===== src/rtl/time_set_sequencer.sv =====
// Stopwatch set-time sequencer: edits a BCD MM:SS value with a blinking digit cursor and
// strobes load_time for one cycle when edit mode ends. All outputs registered, 1-cycle latency.
module time_set_sequencer #(
   parameter int BLINK_HALF = 50_000_000
) (
   input  logic        clk,
   input  logic        rst,
   input  logic        set,
   input  logic        up,
   input  logic        down,
   input  logic        left,
   input  logic        right,
   input  logic [15:0] cur_time,
   output logic [15:0] time_out,
   output logic        load_time,
   output logic        editing,
   output logic [1:0]  cursor,
   output logic [3:0]  blank_mask
);

   localparam int CW = (BLINK_HALF > 1) ? $clog2(BLINK_HALF) : 1;
   localparam logic [CW-1:0] CNT_LAST = CW'(BLINK_HALF - 1);

   typedef enum logic [1:0] {IDLE, EDIT, LOAD} state_t;

   state_t        state, state_n;
   logic          set_d;
   logic          rise_pend, rise_pend_n;
   logic [15:0]   digs, digs_n;
   logic [1:0]    cursor_n;
   logic [CW-1:0] cnt, cnt_n;
   logic          phase, phase_n;
   logic          load_n, edit_n;
   logic [3:0]    blank_n;
   logic [3:0]    sel, sel_n, dmax;

   assign time_out = digs;

   always_ff @(posedge clk or posedge rst) begin
      if (rst) begin
         state      <= IDLE;
         set_d      <= 1'b0;
         rise_pend  <= 1'b0;
         digs       <= '0;
         cursor     <= '0;
         cnt        <= '0;
         phase      <= 1'b0;
         load_time  <= 1'b0;
         editing    <= 1'b0;
         blank_mask <= '0;
      end else begin
         state      <= state_n;
         set_d      <= set;
         rise_pend  <= rise_pend_n;
         digs       <= digs_n;
         cursor     <= cursor_n;
         cnt        <= cnt_n;
         phase      <= phase_n;
         load_time  <= load_n;
         editing    <= edit_n;
         blank_mask <= blank_n;
      end
   end

   always_comb begin
      state_n     = state;
      rise_pend_n = 1'b0;
      digs_n      = digs;
      cursor_n    = cursor;
      cnt_n       = cnt;
      phase_n     = phase;
      load_n      = 1'b0;
      edit_n      = 1'b0;
      blank_n     = 4'b0000;
      sel         = digs[{cursor, 2'b00} +: 4];
      dmax        = (cursor == 2'd1) ? 4'd5 : 4'd9;
      sel_n       = sel;

      case (state)
         IDLE: begin
            // A rise seen during LOAD is remembered so it still opens an edit here
            if (set && (!set_d || rise_pend)) begin
               state_n  = EDIT;
               digs_n   = cur_time;
               cursor_n = 2'd0;
               cnt_n    = '0;
               phase_n  = 1'b0;
               edit_n   = 1'b1;
            end
         end
         EDIT: begin
            if (!set) begin
               state_n = LOAD;
               load_n  = 1'b1;
            end else begin
               edit_n = 1'b1;
               // Out-of-range snapshot digits fall into the wrap branches
               if (up && !down)
                  sel_n = (sel >= dmax) ? 4'd0 : sel + 4'd1;
               else if (down && !up)
                  sel_n = (sel == 4'd0 || sel > dmax) ? dmax : sel - 4'd1;
               digs_n[{cursor, 2'b00} +: 4] = sel_n;

               if (left ^ right) begin
                  cursor_n = left ? cursor + 2'd1 : cursor - 2'd1;
                  cnt_n    = '0;
                  phase_n  = 1'b0;
               end else if (cnt == CNT_LAST) begin
                  cnt_n   = '0;
                  phase_n = ~phase;
               end else begin
                  cnt_n = cnt + CW'(1);
               end
               blank_n = phase_n ? (4'b0001 << cursor_n) : 4'b0000;
            end
         end
         LOAD: begin
            state_n     = IDLE;
            rise_pend_n = set && !set_d;
         end
         default: state_n = IDLE;
      endcase
   end

endmodule


===== config.mk =====
export PLATFORM = sky130hd
export DESIGN_NAME = time_set_sequencer
export DESIGN_NICKNAME = d
export VERILOG_FILES = /design/src/rtl/time_set_sequencer.sv
export SDC_FILE = /design/constraint.sdc
export NUM_CORES = 1
export LEC_CHECK = 0
export CORE_MARGIN = 4
export CORE_UTILIZATION = 55
export CTS_BUF_LIST = sky130_fd_sc_hd__clkbuf_8
export CTS_CLUSTER_SIZE = 12
export DETAILED_ROUTE_END_ITERATION = 8
export HOLD_SLACK_MARGIN = 0.02
export PLACE_DENSITY_LB_ADDON = 0.2
export SYNTH_ARGS = -nofsm -noshare
export SYNTH_HDL_FRONTEND = slang
export SYNTH_SLANG_ARGS = --single-unit

===== constraint.sdc =====
create_clock -name clk -period 5.62 [get_ports clk]
set_input_delay 1.124 -clock clk [delete_from_list [all_inputs] [get_ports clk]]
set_output_delay 1.124 -clock clk [all_outputs]
set_load 0.02 [all_outputs]

==> results of run 1 <==
## stage by stage
step | hold slack (ns) | worst slack (ns)
after detailed placement | 0.437 | 1.99
after floorplan | 0.406 | 2.60
after CTS | 0.458 | 2.03
final | 0.459 | 1.95
after global routing | 0.481 | 1.79
after global placement | 0.429 | 2.12
## power by group through the flow
stage	clock network, mW	registers, mW	logic (mW)
finish	0.221	0.478	0.524
global route	0.245	0.483	0.569
CTS	0.226	0.475	0.516
detailed placement	0	0.484	0.514
global placement	0	0.483	0.497
floorplan	0	0.507	0.314
## worst max path at each step
stage                     startpoint                 endpoint  slack [ns]
2_1_floorplan  cursor[0]$_DFFE_PP0P_  time_out[0]$_DFFE_PP0P_        2.60
3_3_place_gp                     set      cnt[21]$_DFFE_PP0P_        2.12
3_5_place_dp                     set      cnt[25]$_DFFE_PP0P_        1.99
4_1_cts        cursor[0]$_DFFE_PP0P_  time_out[0]$_DFFE_PP0P_        2.03
5_1_grt        cursor[0]$_DFFE_PP0P_  time_out[0]$_DFFE_PP0P_        1.79
6_report       cursor[0]$_DFFE_PP0P_  time_out[0]$_DFFE_PP0P_        1.95
## sequential cells by signal, indices dropped and copies added (netlist names)
name / cells
editing: 1
time_out: 16
blank_mask: 4
phase: 1
set_d: 1
cursor: 2
load_time: 1
state: 2
cnt: 26
rise_pend: 1
## cell usage in the layout, fill, tap and decap left out, types with 4 or more instances in the layout
cell             instances
nor3_1                   8
o21ai_0                 19
clkdlybuf4s50_1         46
and3_1                  11
nand2_1                 34
xnor2_1                  8
nor2_1                  41
nand3_1                 16
a2bb2oi_1                4
nand4_1                  9
o211ai_1                 4
a21oi_1                 17
nor2b_1                  4
o31ai_1                 10
dfrtp_1                 55
nand3b_1                 4
clkbuf_8                 6
mux2i_1                  4
ha_1                    12
and2_1                   4
nand2b_1                 4
xor2_1                   9
inv_1                   17
## cells in the mapped netlist, drive strengths merged (8+ instances only)
| master | number | area, µm² |
|---|---|---|
| o21ai | 19 | 95.1 |
| dfrtp | 55 | 1380 |
| xnor2 | 8 | 70.1 |
| nor2 | 41 | 154 |
| nand4 | 9 | 56.3 |
| o31ai | 10 | 75.1 |
| a21oi | 17 | 85.1 |
| nand2 | 34 | 128 |
| xor2 | 9 | 78.8 |
| clkbuf | 10 | 37.5 |
| ha | 12 | 150 |
| nand3 | 16 | 80.1 |
| nor3 | 8 | 40.0 |
| and3 | 12 | 76.3 |
| inv | 17 | 63.8 |
## routing by layer
metal	vias to the layer above	part of all wire
li1	1360	-
met1	1375	0.45
met2	72	0.48
met3	12	0.051
met4	0	0.016
met5	-	0
## worst max-delay path, stage by stage, from the launching register on
cell,delay (ns)
dfrtp_1,0.71
mux4_1,0.81
ha_1,0.39
a211oi_1,0.56
o211ai_1,0.19
a211oi_1,0.59
o211ai_1,0.18
o21a_1,0.14
## layout make-up
type,instances,area [µm²]
flip-flops and latches,55,1380
clock inverters,2,12.5
inverters,17,63.8
multi-input cells,267,1740
repair buffers,49,483
clock buffers,6,82.6
fillers,470,1760
well taps,72,90.1
## kinds of logic (layout without fill, tap and decap cells)
group | after synthesis | after routing | synth area share
AO/OA/AOI/OAI | 77 | 77 | 0.161
XOR/XNOR | 17 | 17 | 0.0461
adder cells (fa/ha/maj) | 12 | 12 | 0.0465
buffers and inverters | 30 | 74 | 0.0383
flip-flops | 55 | 55 | 0.426
multiplexers | 8 | 8 | 0.0437
AND/OR/NAND/NOR | 153 | 153 | 0.238
==> flow_metrics.env, run 1 <==
export IMPL_finClkSkew_ns=0.00475
export IMPL_cts_tree="built"
export IMPL_h_tree_depth=2
export IMPL_synth_distinct_cells=52
export IMPL_synth_area_per_cell_um2=9.18
export IMPL_required_ns=5.81
export IMPL_placed_area_um2=3750
export IMPL_met1_usage=0.332
export IMPL_clkSlewWorstSetupHoldPaths_ns=0.09
export IMPL_cts_setup_buffers=0
export IMPL_maxCapViolCount=0
export IMPL_fin_crit_ns=3.67
export IMPL_synth_ff_type="dfrtp_1"
export IMPL_pin_count=47
export IMPL_syn_area_um2=3230
export IMPL_power_total_mw=1.22
export IMPL_ys_seq_area_frac=0.426
export IMPL_finalCritPeriodShare=0.653
export IMPL_power_density_nw_per_um2=318
export IMPL_fin_util=0.686
export IMPL_hold_start="set_d$_DFF_PP0_"
export IMPL_critical_path_class="register to register"
export IMPL_peakVddDrop_uv=191
export IMPL_swShare=0.386
export IMPL_grt_max_degree=56
export IMPL_power_frac_comb=0.428
export IMPL_max_freq_mhz=272
export IMPL_hold_violations=0
export IMPL_synthArstFlopShare=1.00
export IMPL_cp_max_fo=15
export IMPL_finalNonFillerCells=468
export IMPL_clkLatencyLatePin_ns=0.30
export IMPL_postCtsHoldBufs=0
export IMPL_syn_inst=352
export IMPL_worst_setup_path_end_kind="register"
export IMPL_grt_pass1_wl_um=13500
export IMPL_placed_cells=460
export IMPL_worstHoldPathCells=1
export IMPL_p_switching_mw=0.472
export IMPL_yosysWarnings=0
export IMPL_start_util=0.576
export IMPL_reg2reg_to="time_out[0]$_DFFE_PP0P_"
export IMPL_cts_root_buf="clkbuf_8"
export IMPL_overflow=0
export IMPL_via_per_inst=6.02
export IMPL_grt_setup_unrepaired="false"
export IMPL_p_clk_frac=0.181
export IMPL_synth_edf_count=0
export IMPL_n_antenna_cell=0
export IMPL_wirelength_um=7770
export IMPL_leakagePower_nw=1.64
export IMPL_fin_tns_setup_ns=0
export IMPL_dieArea_um2=7170
export IMPL_grt_pass1_vias=2719
export IMPL_drive_gt1_frac=0.0480
export IMPL_dp_hpwl_um=5800
export IMPL_core_area_um2=5610
export IMPL_reg2reg_slack_ns=1.95
export IMPL_area_growth_pct=19.0
export IMPL_arrival_ns=3.87
export IMPL_min_path_type="register to register"
export IMPL_first_iter_violations=260
export IMPL_drc=0
export IMPL_ctsResizeCount=0
export IMPL_synth_seq_cells=55
export IMPL_grt_usage=0.229
export IMPL_gp_congestion=0.924
export IMPL_maxSlewViolCount=0
export IMPL_die_w_um=84.7
export IMPL_relSlewSlack=0.500
export IMPL_worstMarginPinSlew_ns=0.748
export IMPL_p_int_mw=0.751
export IMPL_setup_violations=0
export IMPL_cts_buffer_depth=2
export IMPL_ant_nets=0
export IMPL_met2_usage=0.350
export IMPL_busiest_layer="met2"
export IMPL_grt_antenna_before_repair=0
export IMPL_final_net_count=430
export IMPL_place_port_buffers=46
export IMPL_wl_per_cell_um=16.6
export IMPL_critPathLaunchType="register"
export IMPL_power_frac_seq=0.391
export IMPL_status="complete, no violations"
export IMPL_holdPathEnd="rise_pend$_DFF_PP0_"
export IMPL_num_rows=27
export IMPL_cts_sinks=55
export IMPL_cts_buffers=5
export IMPL_design_area_um2=3850
export IMPL_r2r_cells=7
export IMPL_num_vias=2819
export IMPL_drtPass1Iterations=5
export IMPL_met3_usage=0.0500
export IMPL_r2r_start="cursor[0]$_DFFE_PP0P_"
export IMPL_dieHeight_um=84.7
export IMPL_syn_nets=387
(Power assumes the default switching activity.)
==> run 2: changes to the inputs <==
==> constraint.sdc (replaced) <==
create_clock -name clk -period 3.4 [get_ports clk]
set_input_delay 0.68 -clock clk [delete_from_list [all_inputs] [get_ports clk]]
set_output_delay 0.68 -clock clk [all_outputs]
set_load 0.02 [all_outputs]
==> run 2 against run 1 <==
Net effect:
- first-iteration DRC count decreased by 22%
- sequential share of layout area decreased by 0.57 points
- design area increased by 1.6%
- clock-buffer cell count decreased by 1
- critical path depth increased by 2
- fmax increased by 17%
- critical path type unchanged
- largest power group unchanged
- highest routed layer unchanged
==> flow_metrics.env, run 2 (synthesis gave the netlist of run 1 again) <==
export IMPL_status="complete, no violations"
export IMPL_largest_reg_flops=26
export IMPL_gp_congestion=0.896
export IMPL_grt_max_degree=56
export IMPL_power_density_nw_per_um2=538
export IMPL_finalCritPeriodShare=0.927
export IMPL_start_util=0.576
export IMPL_drtPass1Iterations=4
export IMPL_clkLatencyLatePin_ns=0.31
export IMPL_die_w_um=84.7
export IMPL_fillers=432
export IMPL_finalWorstSetupSlack_ns=0.248
export IMPL_ant_nets=0
export IMPL_wirelength_um=7930
export IMPL_worstMarginPinSlew_ns=0.758
export IMPL_fin_util=0.697
export IMPL_maxSlewViolCount=0
export IMPL_worst_setup_path_end_kind="register"
export IMPL_multi_input_area_um2=1740
export IMPL_final_net_count=435
export IMPL_fin_crit_ns=3.15
export IMPL_wl_per_cell_um=16.8
export IMPL_area_growth_pct=21.0
export IMPL_core_area_um2=5610
export IMPL_placed_cells=465
export IMPL_required_ns=3.63
export IMPL_drive_gt1_frac=0.0648
export IMPL_place_ws_ns=0.293
export IMPL_arrival_ns=3.39
export IMPL_cts_buffer_depth=2
export IMPL_n_antenna_cell=0
export IMPL_dieArea_um2=7170
export IMPL_dieHeight_um=84.7
export IMPL_maxCapViolCount=0
export IMPL_power_total_mw=2.11
export IMPL_setup_violations=0
export IMPL_final_common_cell="dfrtp_1"
export IMPL_placed_area_um2=3790
export IMPL_cp_max_fo=9
export IMPL_dp_hpwl_um=5960
export IMPL_cts_root_buf="clkbuf_8"
export IMPL_final_cell_mix="55 x dfrtp_1, 46 x clkdlybuf4s50_1, 41 x nor2_1, 34 x nand2_1, 19 x o21ai_0"
export IMPL_overflow=0
export IMPL_min_path_type="register to register"
export IMPL_drc=0
export IMPL_grt_setup_unrepaired="false"
export IMPL_hold_violations=0
export IMPL_grt_pass1_vias=2706
export IMPL_critical_path_class="register to register"
export IMPL_regMostFlops="cnt"
export IMPL_timing_hold_ws_ns=0.450
export IMPL_h_tree_depth=2
export IMPL_cts_buffers=5
export IMPL_clkSlewWorstSetupHoldPaths_ns=0.10
export IMPL_max_freq_mhz=317
export IMPL_critPathLaunchType="register"
export IMPL_cts_tree="built"
export IMPL_first_iter_violations=202
export IMPL_finalNonFillerCells=473
export IMPL_design_area_um2=3910
export IMPL_leakagePower_nw=1.66
export IMPL_grt_pass1_wl_um=13400
export IMPL_via_per_inst=5.99
export IMPL_num_vias=2834
export IMPL_grt_antenna_before_repair=0
export IMPL_num_rows=27
export IMPL_finClkSkew_ns=0.00554
export IMPL_relSlewSlack=0.494
export IMPL_place_port_buffers=46
export IMPL_peakVddDrop_uv=452
export IMPL_pin_count=47
export IMPL_seqCellArea_um2=1380
export IMPL_cts_sinks=55
export IMPL_fin_tns_setup_ns=0
export IMPL_grt_usage=0.229
## run 2: changes by cell type in the layout (fill, tap and decap cells not counted)
cell and change:
a211oi_1 -1, a211oi_2 +1, buf_4 +5, bufinv_16 +1
clkbuf_8 -1, clkinv_4 -1, clkinvlp_4 +1, inv_1 -1
inv_6 +1
## run 2: where the power goes
group	total [mW]	switching, mW	internal (mW)
Sequential	0.783	0.0700	0.713
Clock	0.445	0.223	0.222
Combinational	0.877	0.493	0.384
## run 2: timing repair
| item | in CTS | in global routing |
|---|---|---|
| buffers inserted | 0 | 0 |
| hold buffers | 0 | 0 |
| endpoints found under the setup margin | 0 | 1 |
| gates resized for setup | 0 | 1 |
## run 2: layout make-up
| class | instances | share of cell area |
|---|---|---|
| clock buffer | 5 | 0.0176 |
| timing repair buffer | 54 | 0.133 |
| sequential | 55 | 0.352 |
| multi-input combinational | 267 | 0.446 |
| inverter | 17 | 0.0163 |
| tap | 72 | 0.0230 |
| clock inverter | 3 | 0.0118 |
## run 2: metal layers
layer	GRT usage	vias to the layer above	share of wire
li1	-	1364	-
met1	0.326	1393	0.46
met2	0.374	71	0.49
met3	0.0393	6	0.045
met4	0.0388	0	0.0077
met5	0	-	0
## run 2: critical path, cell delays in order (launching register included)
cell       delay (ns)
dfrtp_1          0.58
mux4_1           0.75
inv_1            0.15
ha_1             0.19
nand2b_1         0.06
a21o_1           0.21
a2111oi_0        0.53
o32ai_2          0.24
a2bb2oi_1        0.18
a21oi_1          0.19
## run 2: path summary, 6_finish.rpt
| check | startpoint | end | slack, ns | cells after the start |
|---|---|---|---|---|
| worst max-delay path | cursor[0]$_DFFE_PP0P_ | time_out[13]$_DFFE_PP0P_ | 0.25 | 9 |
| worst min-delay path | set_d$_DFF_PP0_ | rise_pend$_DFF_PP0_ | 0.45 | 1 |
| worst max register to register | cursor[0]$_DFFE_PP0P_ | time_out[13]$_DFFE_PP0P_ | 0.25 | 9 |
| worst min register to register | set_d$_DFF_PP0_ | rise_pend$_DFF_PP0_ | 0.45 | 1 |
| max in group asynchronous | rst | cnt[11]$_DFFE_PP0P_ | 2.07 | 3 |
| min in group asynchronous | rst | cnt[20]$_DFFE_PP0P_ | 0.86 | 3 |
